**src/rtl/led_pwm_driver_pkg.sv**
```systemverilog
// Shared types and helpers for the front-panel LED output stage.
// Lamp-test state encoding and width helper.
package led_pwm_driver_pkg;

    localparam int PWM_BITS_DEF = 8;

    typedef enum logic [1:0] {
        LAMP_IDLE,
        LAMP_WALK,
        LAMP_ALL_ON
    } lamp_state_t;

    // Bits needed to hold values 0..n-1, never less than one.
    function automatic int clog2(input int n);
        int r;
        r = 0;
        for (int i = 0; i < 31; i++) begin
            if ((1 << i) < n) r = i + 1;
        end
        return (r < 1) ? 1 : r;
    endfunction

endpackage

```
**src/rtl/led_pwm_driver_stretch.sv**
```systemverilog
// Single-LED edge detect and minimum on-time stretcher.
// A rising edge reloads the counter even while a stretch is running.
module led_stretch_cell
    import led_pwm_driver_pkg::*;
#(
    parameter int STRETCH_TICKS = 2048
) (
    input  logic clock,
    input  logic reset,
    input  logic tick,
    input  logic led,
    output logic stretched
);

    localparam int CW = clog2(STRETCH_TICKS + 1);
    localparam logic [CW-1:0] LOAD = CW'(STRETCH_TICKS);

    logic          led_q;
    logic [CW-1:0] cnt;

    always_ff @(posedge clock) begin
        if (reset) begin
            led_q <= 1'b0;
            cnt   <= '0;
        end else begin
            led_q <= led;
            if (led && !led_q) begin
                cnt <= LOAD;
            end else if (tick && cnt != '0) begin
                cnt <= cnt - 1'b1;
            end
        end
    end

    assign stretched = led_q | (cnt != '0);

endmodule

```
**src/rtl/led_pwm_driver.sv**
```systemverilog
// Front-panel LED driver: global PWM dimming, flash stretching
// and a lamp-test walk, all in the fabric clock domain.
module led_pwm_driver
    import led_pwm_driver_pkg::*;
#(
    parameter int NLEDS         = 16,
    parameter int PWM_BITS      = PWM_BITS_DEF,
    parameter int PRESCALE      = 16,
    parameter int STRETCH_TICKS = 2048,
    parameter int LAMP_DWELL    = 4096
) (
    input  logic                clock,
    input  logic                reset,
    input  logic [NLEDS-1:0]    led_i,
    input  logic [PWM_BITS-1:0] brightness_i,
    input  logic                lamp_test_i,
    output logic [NLEDS-1:0]    led_o,
    output logic                lamp_busy_o
);

    localparam int PSW  = clog2(PRESCALE);
    localparam int IDXW = clog2(NLEDS);
    localparam int DWW  = clog2(4 * LAMP_DWELL);

    localparam logic [PSW-1:0]  PS_LAST   = PSW'(PRESCALE - 1);
    localparam logic [IDXW-1:0] IDX_LAST  = IDXW'(NLEDS - 1);
    localparam logic [DWW-1:0]  WALK_LAST = DWW'(LAMP_DWELL - 1);
    localparam logic [DWW-1:0]  ALL_LAST  = DWW'(4 * LAMP_DWELL - 1);
    localparam logic [NLEDS-1:0] ONE_HOT0 = NLEDS'(1);

    logic [PSW-1:0]      presc;
    logic                tick;
    logic [PWM_BITS-1:0] pwm_cnt;
    logic [PWM_BITS-1:0] brightness_q;
    logic                pwm_on;
    logic [NLEDS-1:0]    stretched;

    lamp_state_t         state, state_n;
    logic [IDXW-1:0]     idx, idx_n;
    logic [DWW-1:0]      dwell, dwell_n;
    logic [NLEDS-1:0]    led_n;

    assign tick = (presc == PS_LAST);

    always_ff @(posedge clock) begin
        if (reset) begin
            presc <= '0;
        end else begin
            presc <= tick ? '0 : presc + 1'b1;
        end
    end

    // Brightness is only sampled at the period boundary to avoid glitches.
    always_ff @(posedge clock) begin
        if (reset) begin
            pwm_cnt      <= '0;
            brightness_q <= '1;
        end else if (tick) begin
            pwm_cnt <= pwm_cnt + 1'b1;
            if (&pwm_cnt) brightness_q <= brightness_i;
        end
    end

    assign pwm_on = (&brightness_q) | (pwm_cnt < brightness_q);

    for (genvar g = 0; g < NLEDS; g++) begin : g_cell
        led_stretch_cell #(
            .STRETCH_TICKS(STRETCH_TICKS)
        ) u_cell (
            .clock    (clock),
            .reset    (reset),
            .tick     (tick),
            .led      (led_i[g]),
            .stretched(stretched[g])
        );
    end

    always_ff @(posedge clock) begin
        if (reset) begin
            state       <= LAMP_IDLE;
            idx         <= '0;
            dwell       <= '0;
            led_o       <= '0;
            lamp_busy_o <= 1'b0;
        end else begin
            state       <= state_n;
            idx         <= idx_n;
            dwell       <= dwell_n;
            led_o       <= led_n;
            lamp_busy_o <= (state_n != LAMP_IDLE);
        end
    end

    always_comb begin
        state_n = state;
        idx_n   = idx;
        dwell_n = dwell;
        unique case (state)
            LAMP_IDLE: begin
                if (lamp_test_i) begin
                    state_n = LAMP_WALK;
                    idx_n   = '0;
                    dwell_n = '0;
                end
            end
            LAMP_WALK: begin
                if (tick) begin
                    if (dwell == WALK_LAST) begin
                        dwell_n = '0;
                        if (idx == IDX_LAST) state_n = LAMP_ALL_ON;
                        else idx_n = idx + 1'b1;
                    end else begin
                        dwell_n = dwell + 1'b1;
                    end
                end
            end
            LAMP_ALL_ON: begin
                if (tick) begin
                    if (dwell == ALL_LAST) begin
                        dwell_n = '0;
                        state_n = LAMP_IDLE;
                    end else begin
                        dwell_n = dwell + 1'b1;
                    end
                end
            end
            default: state_n = LAMP_IDLE;
        endcase

        // Output follows the next state so it lines up with lamp_busy_o.
        led_n = stretched & {NLEDS{pwm_on}};
        case (state_n)
            LAMP_WALK:   led_n = ONE_HOT0 << idx_n;
            LAMP_ALL_ON: led_n = '1;
            default:     ;
        endcase
    end

endmodule

```
**config.mk**
```make
export PLATFORM = sky130hd
export DESIGN_NAME = led_pwm_driver
export DESIGN_NICKNAME = d
export VERILOG_FILES = /design/src/rtl/led_pwm_driver_pkg.sv /design/src/rtl/led_pwm_driver_stretch.sv /design/src/rtl/led_pwm_driver.sv
export SDC_FILE = /design/constraint.sdc
export NUM_CORES = 1
export LEC_CHECK = 0
export ABC_AREA = 1
export CAP_MARGIN = 10
export CORE_MARGIN = 2
export CORE_UTILIZATION = 45
export CTS_BUF_LIST = sky130_fd_sc_hd__clkbuf_8
export DETAILED_ROUTE_END_ITERATION = 10
export PLACE_DENSITY = 0.58
export SYNTH_ARGS = -nofsm -noshare
export SYNTH_HDL_FRONTEND = slang
export SYNTH_HIERARCHICAL = 1
export SYNTH_SLANG_ARGS = --single-unit
```
**constraint.sdc**
```tcl
create_clock -name clock -period 3.85 [get_ports clock]
set_input_delay 0.77 -clock clock [delete_from_list [all_inputs] [get_ports clock]]
set_output_delay 0.77 -clock clock [all_outputs]
set_load 0.02 [all_outputs]
```
==> flow_summary.yaml, run 1 <==
clocking:
  cts_max_path_buffers: 3
  clkSlewWorstSetupHoldPaths_ns: 0.06
  cts_buffers: 50
  cts_resized: 0
  htreeDepth: 2
  cts_setup_buffers: 0
  cts_tree: "built"
  hold_buffers: 0
  worstSkewPairLatency_ns: 0.59
  root_buffer: "clkbuf_8"
  clkSinkCount: 265
drt:
  vias: 13700
  drc_errors: 0
  routedWlPerCell_um: 11.6
  drtAntennaViolNets: 0
  via_per_inst: 4.78
  drt-pass1-iter-count: 5
  drt_wl_total_mm: 33.2
  drt_iter0_markers: 569
critical_path:
  worst_ep_required_time_ns: 4.32
  worstPathCellList: "ha_1 -> inv_1 -> nor2_4 -> nand2_4 -> nor2_8 -> nand4_1 -> a21oi_1 -> a21boi_1 -> inv_1 -> ha_1 -> buf_4 -> inv_1 -> nor2_1 -> buf_4 -> o21ai_1 -> nand2_1 -> nor2_1"
  cpPeakStageDelay_ns: 0.38
  crit_fanout: 17
  cp_common_cell: "inv_1"
  critPathTopFamily: "simple AND/OR/NAND/NOR gates"
  cp-end-kind: "flop"
  startpoint_type: "flop"
  path_buf_inv: 5
  worst_path_max_delay_cell: "dfxtp_1"
  critPathKind: "reg -> reg"
  arrival_ns: 3.25
synthesis:
  synth_nets: 2372
  ys_async_sr_fraction_pct: 0
  synth_edf_count: 0
  netlist_area_um2: 15600
  ys_seq_area_share_pct: 34.1
  postSynthAreaPerCell_um2: 6.78
  synth_ff_type: "dfxtp_1"
  synthDistinctLibCells: 46
  yosysWarnings: 6
  ys_ff_latch: 265
  syn_inst: 2295
sta:
  finalSetupViolCount: 0
  tightest_slew_ns: 0.792
  max_freq_mhz: 359
  clock-skew-final_ns: 0.0211
  relSlewSlack_pct: 47.2
  grt_setup_unrepaired: "no"
  finalCriticalPeriod_ns: 2.78
  maxSlewViolCount: 0
  fin_tns_setup_ns: 0
  period_share_pct: 72.3
  hold-worst-slack_ns: 0.451
  finalHoldViolations: 0
die:
  dieArea_um2: 36100
  die_height_um: 190
  core_um2: 34300
  start_util_pct: 45.4
  dieWidth_um: 190
  io_pins: 44
  rows: 68
placement:
  place.port_buffers: 43
  gp_congestion: 0.842
  hpwl_mm: 24.0
run:
  max_cap_violations: 0
power:
  power_density_nw_per_um2: 363
  ir_worst_vdd_mv: 0.217
  p_leak_nw: 7.98
  finalPower_mw: 6.35
grt:
  grt_pass1_wl_mm: 57.7
  grt_use_total_pct: 18.8
  grt_overflow: 0
  antenna_found_initial: 1
  grt_max_degree: 36
  grt_pass1_vias: 12600
cells_and_area:
  final_nets: 2446
  area_growth_pct: 12.3
  antenna_cells: 0
  drive_above_1_share_pct: 15.1
min_path:
  hp-class: "reg -> reg"
run_status:
  status: "completed"
logic make-up after synthesis:
logic type	Yosys count	share of synthesized area (%)
AND/OR/NAND/NOR	1271	37.8
buffers and inverters	365	9.79
AO/OA/AOI/OAI	294	11.5
flip-flops	265	34.1
XOR/XNOR	50	2.81
adder cells (fa/ha/maj)	50	4.02
cell usage in the layout (no fill, tap or decap), types with 11 or more instances in the layout:
cell type,count
clkbuf_8,63
a21oi_1,178
xnor2_1,17
o21ai_1,19
clkdlybuf4s50_1,42
nand2_1,578
nand2_4,21
ha_1,50
a21oi_4,16
nor2_1,256
inv_1,307
inv_2,36
nor2_4,22
o21ai_0,39
dfxtp_1,265
nand2_2,51
clkinv_2,11
nor2_2,75
xor2_1,33
nand3_1,213
a21oi_2,18
or2_2,16
flip-flops by register name (all words and copies together) (netlist names):
signal,count
g_cell.u_cell/cnt,192
g_cell.u_cell/led_q,16
led_o,16
dwell,14
brightness_q,8
pwm_cnt,8
idx,4
presc,4
state,2
lamp_busy_o,1
worst reg2reg max path: stages, from the launching register on:
cell and delay (ns):
dfxtp_1 0.38, ha_1 0.17, inv_1 0.07, nor2_4 0.16
nand2_4 0.10, nor2_8 0.17, nand4_1 0.13, a21oi_1 0.15
a21boi_1 0.22, inv_1 0.10, ha_1 0.28, buf_4 0.21
inv_1 0.06, nor2_1 0.09, buf_4 0.20, o21ai_1 0.09
nand2_1 0.06, nor2_1 0.04
metal layers:
| layer | routed length [um] | track usage [%] | part of all wire, % | up-vias |
|---|---|---|---|---|
| met5 | 13 | 0 | 0.039 | - |
| met4 | 630 | 5.37 | 1.9 | 2 |
| met3 | 1310 | 3.32 | 4.0 | 51 |
| met2 | 14900 | 31.2 | 45 | 155 |
| met1 | 16400 | 25.0 | 49 | 6098 |
| li1 | - | - | - | 7366 |
power by group:
part	internal [mW]	switching (mW)	total, mW	leakage (nW)
combinational	0.178	0.296	0.474	5.23
sequential	2.79	0.0309	2.82	2.15
clock	1.81	1.25	3.05	0.604
total	4.78	1.57	6.35	7.98
synth_stat cells, drive strengths merged, types with 11 or more instances:
| cell | instances | area (um2) |
|---|---|---|
| a21oi | 212 | 1310 |
| buf | 24 | 243 |
| dfxtp | 265 | 5310 |
| ha | 50 | 626 |
| inv | 336 | 1260 |
| nand2 | 650 | 2730 |
| nand3 | 219 | 1130 |
| nand4 | 11 | 75.1 |
| nor2 | 354 | 1700 |
| o21ai | 61 | 324 |
| or2 | 16 | 100 |
| xnor2 | 17 | 149 |
| xor2 | 33 | 289 |
worst paths after layout:
kind                 start        to  slack (ns)  cells after the start
setup / recovery  dwell[0]  led_o[6]        1.07                     17
hold / removal    presc[0]  presc[0]        0.45                      1
setup reg to reg  dwell[0]  led_o[6]        1.07                     17
hold reg to reg   presc[0]  presc[0]        0.45                      1
cell type report:
type / instances / area (um2)
fill: 3429 / 16800
tap: 455 / 569
clock buffer: 63 / 867
clock inverter: 26 / 254
sequential: 265 / 5310
timing repair buffer: 50 / 478
inverter: 337 / 1260
multi-input combinational: 1665 / 8740
per-stage QoR:
step           utilization [%]  std cells  cell area, um2  worst slack [ns]
2_1_floorplan                -       2295           15600             0.769
3_3_place_gp              47.7       2772           16400             0.973
3_5_place_dp              47.7       2772           16400             0.962
4_1_cts                   51.0       2861           17500              1.05
5_1_grt                   51.0       2861           17500             0.679
6_report                  51.0       2861           17500              1.07
No activity file was read; power rests on OpenSTA's default activity.
==> run 2, diff against run 1 <==
clock period = 2.8 ns   (was 3.85 ns; I/O delays follow)
==> run 2 against run 1 <==
Against the previous run:
- cell area grew 0.34%
- flip-flop and latch count is the same
- first-iteration DRC count down 7.4%
- die area did not move
- non-clock buffer count rose by 2
- core utilization up 0.17 points
- final cell count increased by 0.21%
- worst setup slack lost 0.74 ns
- register-to-register slack lost 0.74 ns
- count of clock-buffer cells in the layout is 2 higher
- critical path type unchanged
==> flow_summary.yaml, run 2 (synthesis results as in run 1) <==
sta:
  finalCriticalPeriod_ns: 2.47
  finalWorstSetupSlack_ns: 0.327
  clock-skew-final_ns: 0.0194
  max_freq_mhz: 404
  relSlewSlack_pct: 45.5
  fin_tns_setup_ns: 0
  tightest_slew_ns: 0.817
  finalHoldViolations: 0
  finalSetupViolCount: 0
  maxSlewViolCount: 0
  grt_setup_unrepaired: "no"
  period_share_pct: 88.3
drt:
  drtAntennaViolNets: 0
  drc_errors: 0
  drt_iter0_markers: 527
  routedWlPerCell_um: 11.7
  via_per_inst: 4.78
  drt_wl_total_mm: 33.5
  vias: 13700
  drt-pass1-iter-count: 5
cells_and_area:
  fillers: 3439
  fin_util_pct: 51.1
  antenna_cells: 0
  regMostFlops: "g_cell.u_cell/cnt"
  drive_above_1_share_pct: 15.1
  area_growth_pct: 12.7
  layoutNonFillerInstCount: 2867
  final_cell_mix: "nand2_1 (577), inv_1 (316), dfxtp_1 (265), nor2_1 (256), nand3_1 (213)"
  largestRegisters: "g_cell.u_cell/cnt (192), g_cell.u_cell/led_q (16), led_o (16)"
  largest_reg_flops: 192
  final_common_cell: "nand2_1"
  final_nets: 2449
  fin_area_um2: 17500
min_path:
  hp-class: "reg -> reg"
  holdPathStages: 1
critical_path:
  arrival_ns: 2.95
  cp-end-kind: "flop"
  crit_fanout: 16
  worst_ep_required_time_ns: 3.28
  reg2reg_depth: 16
  startpoint_type: "flop"
  critPathKind: "reg -> reg"
run:
  max_cap_violations: 0
grt:
  grt_max_degree: 42
  antenna_found_initial: 0
  grt_use_total_pct: 18.8
  grt_pass1_vias: 12600
  grt_pass1_wl_mm: 57.3
  grt_overflow: 0
power:
  power_density_nw_per_um2: 500
  ir_worst_vdd_mv: 0.503
  p_leak_nw: 8.04
die:
  dieWidth_um: 190
  rows: 68
  core_um2: 34300
  die_height_um: 190
  start_util_pct: 45.4
  dieArea_um2: 36100
  io_pins: 44
placement:
  gp_congestion: 0.827
  place_ws_ns: 0.230
  placed_cells: 2774
  dpl_cell_area_um2: 16400
  hpwl_mm: 24.1
  place.port_buffers: 43
clocking:
  cts_tree: "built"
  clkSlewWorstSetupHoldPaths_ns: 0.05
  cts_buffers: 51
  cts_max_path_buffers: 3
  worstSkewPairLatency_ns: 0.60
  cts_setup_buffers: 0
  hold_buffers: 0
  root_buffer: "clkbuf_8"
  htreeDepth: 2
  clkSinkCount: 265
  cts_resized: 0
run_status:
  status: "completed"
[run 2: changes by cell type in the layout (fill, tap and decap cells not counted)]
cell	previous run	this run
ha_1	50	49
inv_1	307	316
o21ai_2	2	3
nand2_1	578	577
clkinvlp_4	3	0
buf_12	0	1
ha_2	0	1
clkbuf_8	63	65
nand2_2	51	52
buf_4	7	8
a21boi_1	1	0
clkinv_2	11	7
o21ai_0	39	38
a21boi_2	0	1
[run 2: path summary, 6_finish.rpt]
| path | to | from | slack, ns |
|---|---|---|---|
| setup reg to reg | led_o[10] | dwell[0] | 0.33 |
| hold / removal | presc[0] | presc[0] | 0.45 |
| hold reg to reg | presc[0] | presc[0] | 0.45 |
| setup / recovery | led_o[10] | dwell[0] | 0.33 |
[run 2: final cells by class]
| type | count | area [um2] | share of cell area, % |
|---|---|---|---|
| Clock buffer | 65 | 895 | 5.10 |
| Clock inverter | 28 | 245 | 1.40 |
| Inverter | 337 | 1260 | 7.21 |
| Multi-Input combinational cell | 1665 | 8750 | 49.9 |
| Sequential cell | 265 | 5310 | 30.3 |
| Tap cell | 455 | 569 | 3.25 |
| Timing Repair Buffer | 52 | 505 | 2.88 |
[run 2: power breakdown]
group / total [mW] / leakage, nW / internal, mW / switching, mW
combinational: 0.657 / 5.24 / 0.249 / 0.408
sequential: 3.88 / 2.15 / 3.84 / 0.0461
clock: 4.23 / 0.651 / 2.54 / 1.69
total: 8.77 / 8.04 / 6.63 / 2.14
[run 2: per-stage QoR]
stage	total power, mW	hold WS [ns]
detailed placement	4.63	0.440
finish	8.77	0.447
CTS	8.95	0.392
global placement	4.62	0.430
global route	9.19	0.412
floorplan	4.39	0.417
[run 2: worst max-delay path, stage by stage (launching register included)]
cell and delay (ns):
dfxtp_1 0.37, ha_1 0.16, inv_1 0.07, nor2_4 0.16, nand2_4 0.10, nor2_8 0.16
nand4_1 0.13, a21oi_1 0.14, a21boi_2 0.18, inv_1 0.09, ha_1 0.29, inv_1 0.04
nor2_1 0.09, buf_4 0.21, o21ai_1 0.09, nand2_1 0.07, nor2_1 0.04
[run 2: layer usage]
layer | up-vias | share of wire (%) | track usage [%]
met5 | - | 0 | 0
met4 | 0 | 1.8 | 4.83
met3 | 51 | 3.8 | 3.91
met2 | 132 | 45 | 31.5
met1 | 6128 | 49 | 24.7
li1 | 7383 | - | -
==> run 3, diff against run 2 <==
PLACE_DENSITY = unset   (was 0.58)
==> run 3 against run 2 <==
Against the previous run:
- global-route usage about the same
- core utilization decreased by 0.29 points
- clock skew increased by 0.0083 ns
- via count increased by 0.36%
- hold slack got worse by 0.0095 ns
==> flow_summary.yaml, run 3 (synthesis results as in run 1) <==
cells_and_area:
  final_common_cell: "nand2_1"
  multi_input_area_um2: 8750
  register_area_um2: 5310
  drive_above_1_share_pct: 15.2
  fillers: 3412
  final_cell_mix: "nand2_1 (578), inv_1 (309), dfxtp_1 (265), nor2_1 (256), nand3_1 (213)"
  antenna_cells: 0
  area_growth_pct: 12.1
  largestRegisters: "g_cell.u_cell/cnt (192), g_cell.u_cell/led_q (16), led_o (16)"
  final_nets: 2446
  largest_reg_flops: 192
  regMostFlops: "g_cell.u_cell/cnt"
critical_path:
  worst_ep_required_time_ns: 3.28
  r2r_start: "dwell[1]"
  cpPeakStageDelay_ns: 0.37
  critPathKind: "reg -> reg"
  cp_common_cell: "inv_1"
  startpoint_type: "flop"
  rr_endpoint: "led_o[4]"
  crit_fanout: 16
  reg2reg_depth: 16
  arrival_ns: 2.97
  worst-r2r-setup-slack_ns: 0.31
  worstPathCellList: "ha_1 -> inv_1 -> nor2_4 -> nand2_4 -> nor2_8 -> nand4_1 -> a21oi_1 -> a21boi_2 -> inv_1 -> ha_1 -> inv_1 -> nor2_1 -> buf_4 -> nand2_1 -> nand2_1 -> nor2_1"
  worst_path_max_delay_cell: "dfxtp_1"
  cp-end-kind: "flop"
clocking:
  cts_tree: "built"
  root_buffer: "clkbuf_8"
  cts_max_path_buffers: 3
  htreeDepth: 2
  worstSkewPairLatency_ns: 0.61
  cts_setup_buffers: 0
  clkSlewWorstSetupHoldPaths_ns: 0.06
  clkSinkCount: 265
  cts_buffers: 50
power:
  power_density_nw_per_um2: 485
  p_leak_nw: 7.97
  ir_worst_vdd_mv: 0.306
drt:
  drtAntennaViolNets: 0
  drt_iter0_markers: 540
  vias: 13700
  via_per_inst: 4.80
  routedWlPerCell_um: 11.7
  drt-pass1-iter-count: 5
  drc_errors: 0
  drt_wl_total_mm: 33.4
placement:
  place_ws_ns: 0.167
  hpwl_mm: 24.1
  place.port_buffers: 43
  gp_congestion: 0.861
grt:
  grt_use_total_pct: 18.8
  grt_overflow: 0
  grt_pass1_vias: 12600
  grt_max_degree: 63
  antenna_found_initial: 0
  grt_pass1_wl_mm: 57.2
min_path:
  hp-class: "in -> reg"
  holdPathStages: 3
  min_from: "reset"
  whs_endpoint: "g_cell[4].u_cell/led_q"
sta:
  period_share_pct: 89.0
  finalWorstSetupSlack_ns: 0.309
  finalCriticalPeriod_ns: 2.49
  finalSetupViolCount: 0
  relSlewSlack_pct: 46.7
  clock-skew-final_ns: 0.0277
  tightest_slew_ns: 0.800
  finalHoldViolations: 0
  grt_setup_unrepaired: "no"
  max_freq_mhz: 401
  fin_tns_setup_ns: 0
  maxSlewViolCount: 0
die:
  die_height_um: 190
  core_um2: 34300
  io_pins: 44
  dieArea_um2: 36100
  dieWidth_um: 190
  rows: 68
  start_util_pct: 45.4
run_status:
  status: "completed"
run:
  max_cap_violations: 0
-- run 3: cell types whose count changed in the layout (fill, tap and decap cells not counted), moves of 2 or more --
cell,before,now
clkinv_2,7,13
bufinv_16,5,1
clkbuf_8,65,67
inv_1,316,309
buf_4,8,6
-- run 3: through the flow --
stage / instance area, um2 / std cells / total power [mW] / hold slack [ns] / utilization [%]
floorplan: 15600 / 2295 / 4.39 / 0.417 / -
global placement: 16400 / 2772 / 4.61 / 0.429 / 47.7
detailed placement: 16400 / 2772 / 4.62 / 0.437 / 47.7
CTS: 17400 / 2863 / 8.62 / 0.393 / 50.8
global route: 17400 / 2863 / 8.86 / 0.423 / 50.8
finish: 17400 / 2863 / 8.46 / 0.438 / 50.8
-- run 3: layout make-up --
| cell class | instances | area share, % |
|---|---|---|
| clock buffers | 67 | 5.29 |
| multi-input cells | 1665 | 50.2 |
| clock inverters | 24 | 0.782 |
| well taps | 455 | 3.27 |
| flip-flops and latches | 265 | 30.4 |
| inverters | 337 | 7.26 |
| repair buffers | 50 | 2.81 |
-- run 3: report_power, final --
part / switching (mW) / internal [mW] / leakage, nW
clock: 1.70 / 2.22 / 0.595
sequential: 0.0419 / 3.84 / 2.15
combinational: 0.411 / 0.248 / 5.23
total: 2.15 / 6.31 / 7.97
-- run 3: per-layer routing --
metal | track usage [%] | share of wire [%] | up-vias
met4 | 6.68 | 2.3 | 0
met1 | 24.3 | 48 | 6127
met3 | 3.08 | 4.0 | 53
met5 | 0 | 0 | -
li1 | - | - | 7384
met2 | 31.6 | 46 | 179
-- run 3: timing repair --
item / in CTS / in global routing
setup endpoints to repair: 0 / 15
endpoints found under the hold margin: 0 / 0
hold buffers: 0 / 0
resized for setup: 0 / 4
-- run 3: worst max-delay path: cells and delay by family, from the launching register on --
| family | cells | cell delay (ns) |
|---|---|---|
| buffers and inverters | 4 | 0.40 |
| DFF | 1 | 0.37 |
| adders and majority gates | 2 | 0.45 |
| AOI/OAI and AO/OA | 2 | 0.34 |
| and+or+nand+nor | 8 | 0.79 |
-- run 3: worst max-delay path by stage --
stage | start | slack [ns] | to | cells after the start
2_1_floorplan | presc[0] | 0.03 | led_o[11] | 16
3_3_place_gp | dwell[0] | 0.25 | led_o[8] | 18
3_5_place_dp | dwell[0] | 0.17 | led_o[13] | 18
4_1_cts | dwell[0] | 0.15 | led_o[9] | 18
5_1_grt | dwell[0] | 0.03 | led_o[6] | 16
6_report | dwell[1] | 0.31 | led_o[4] | 16
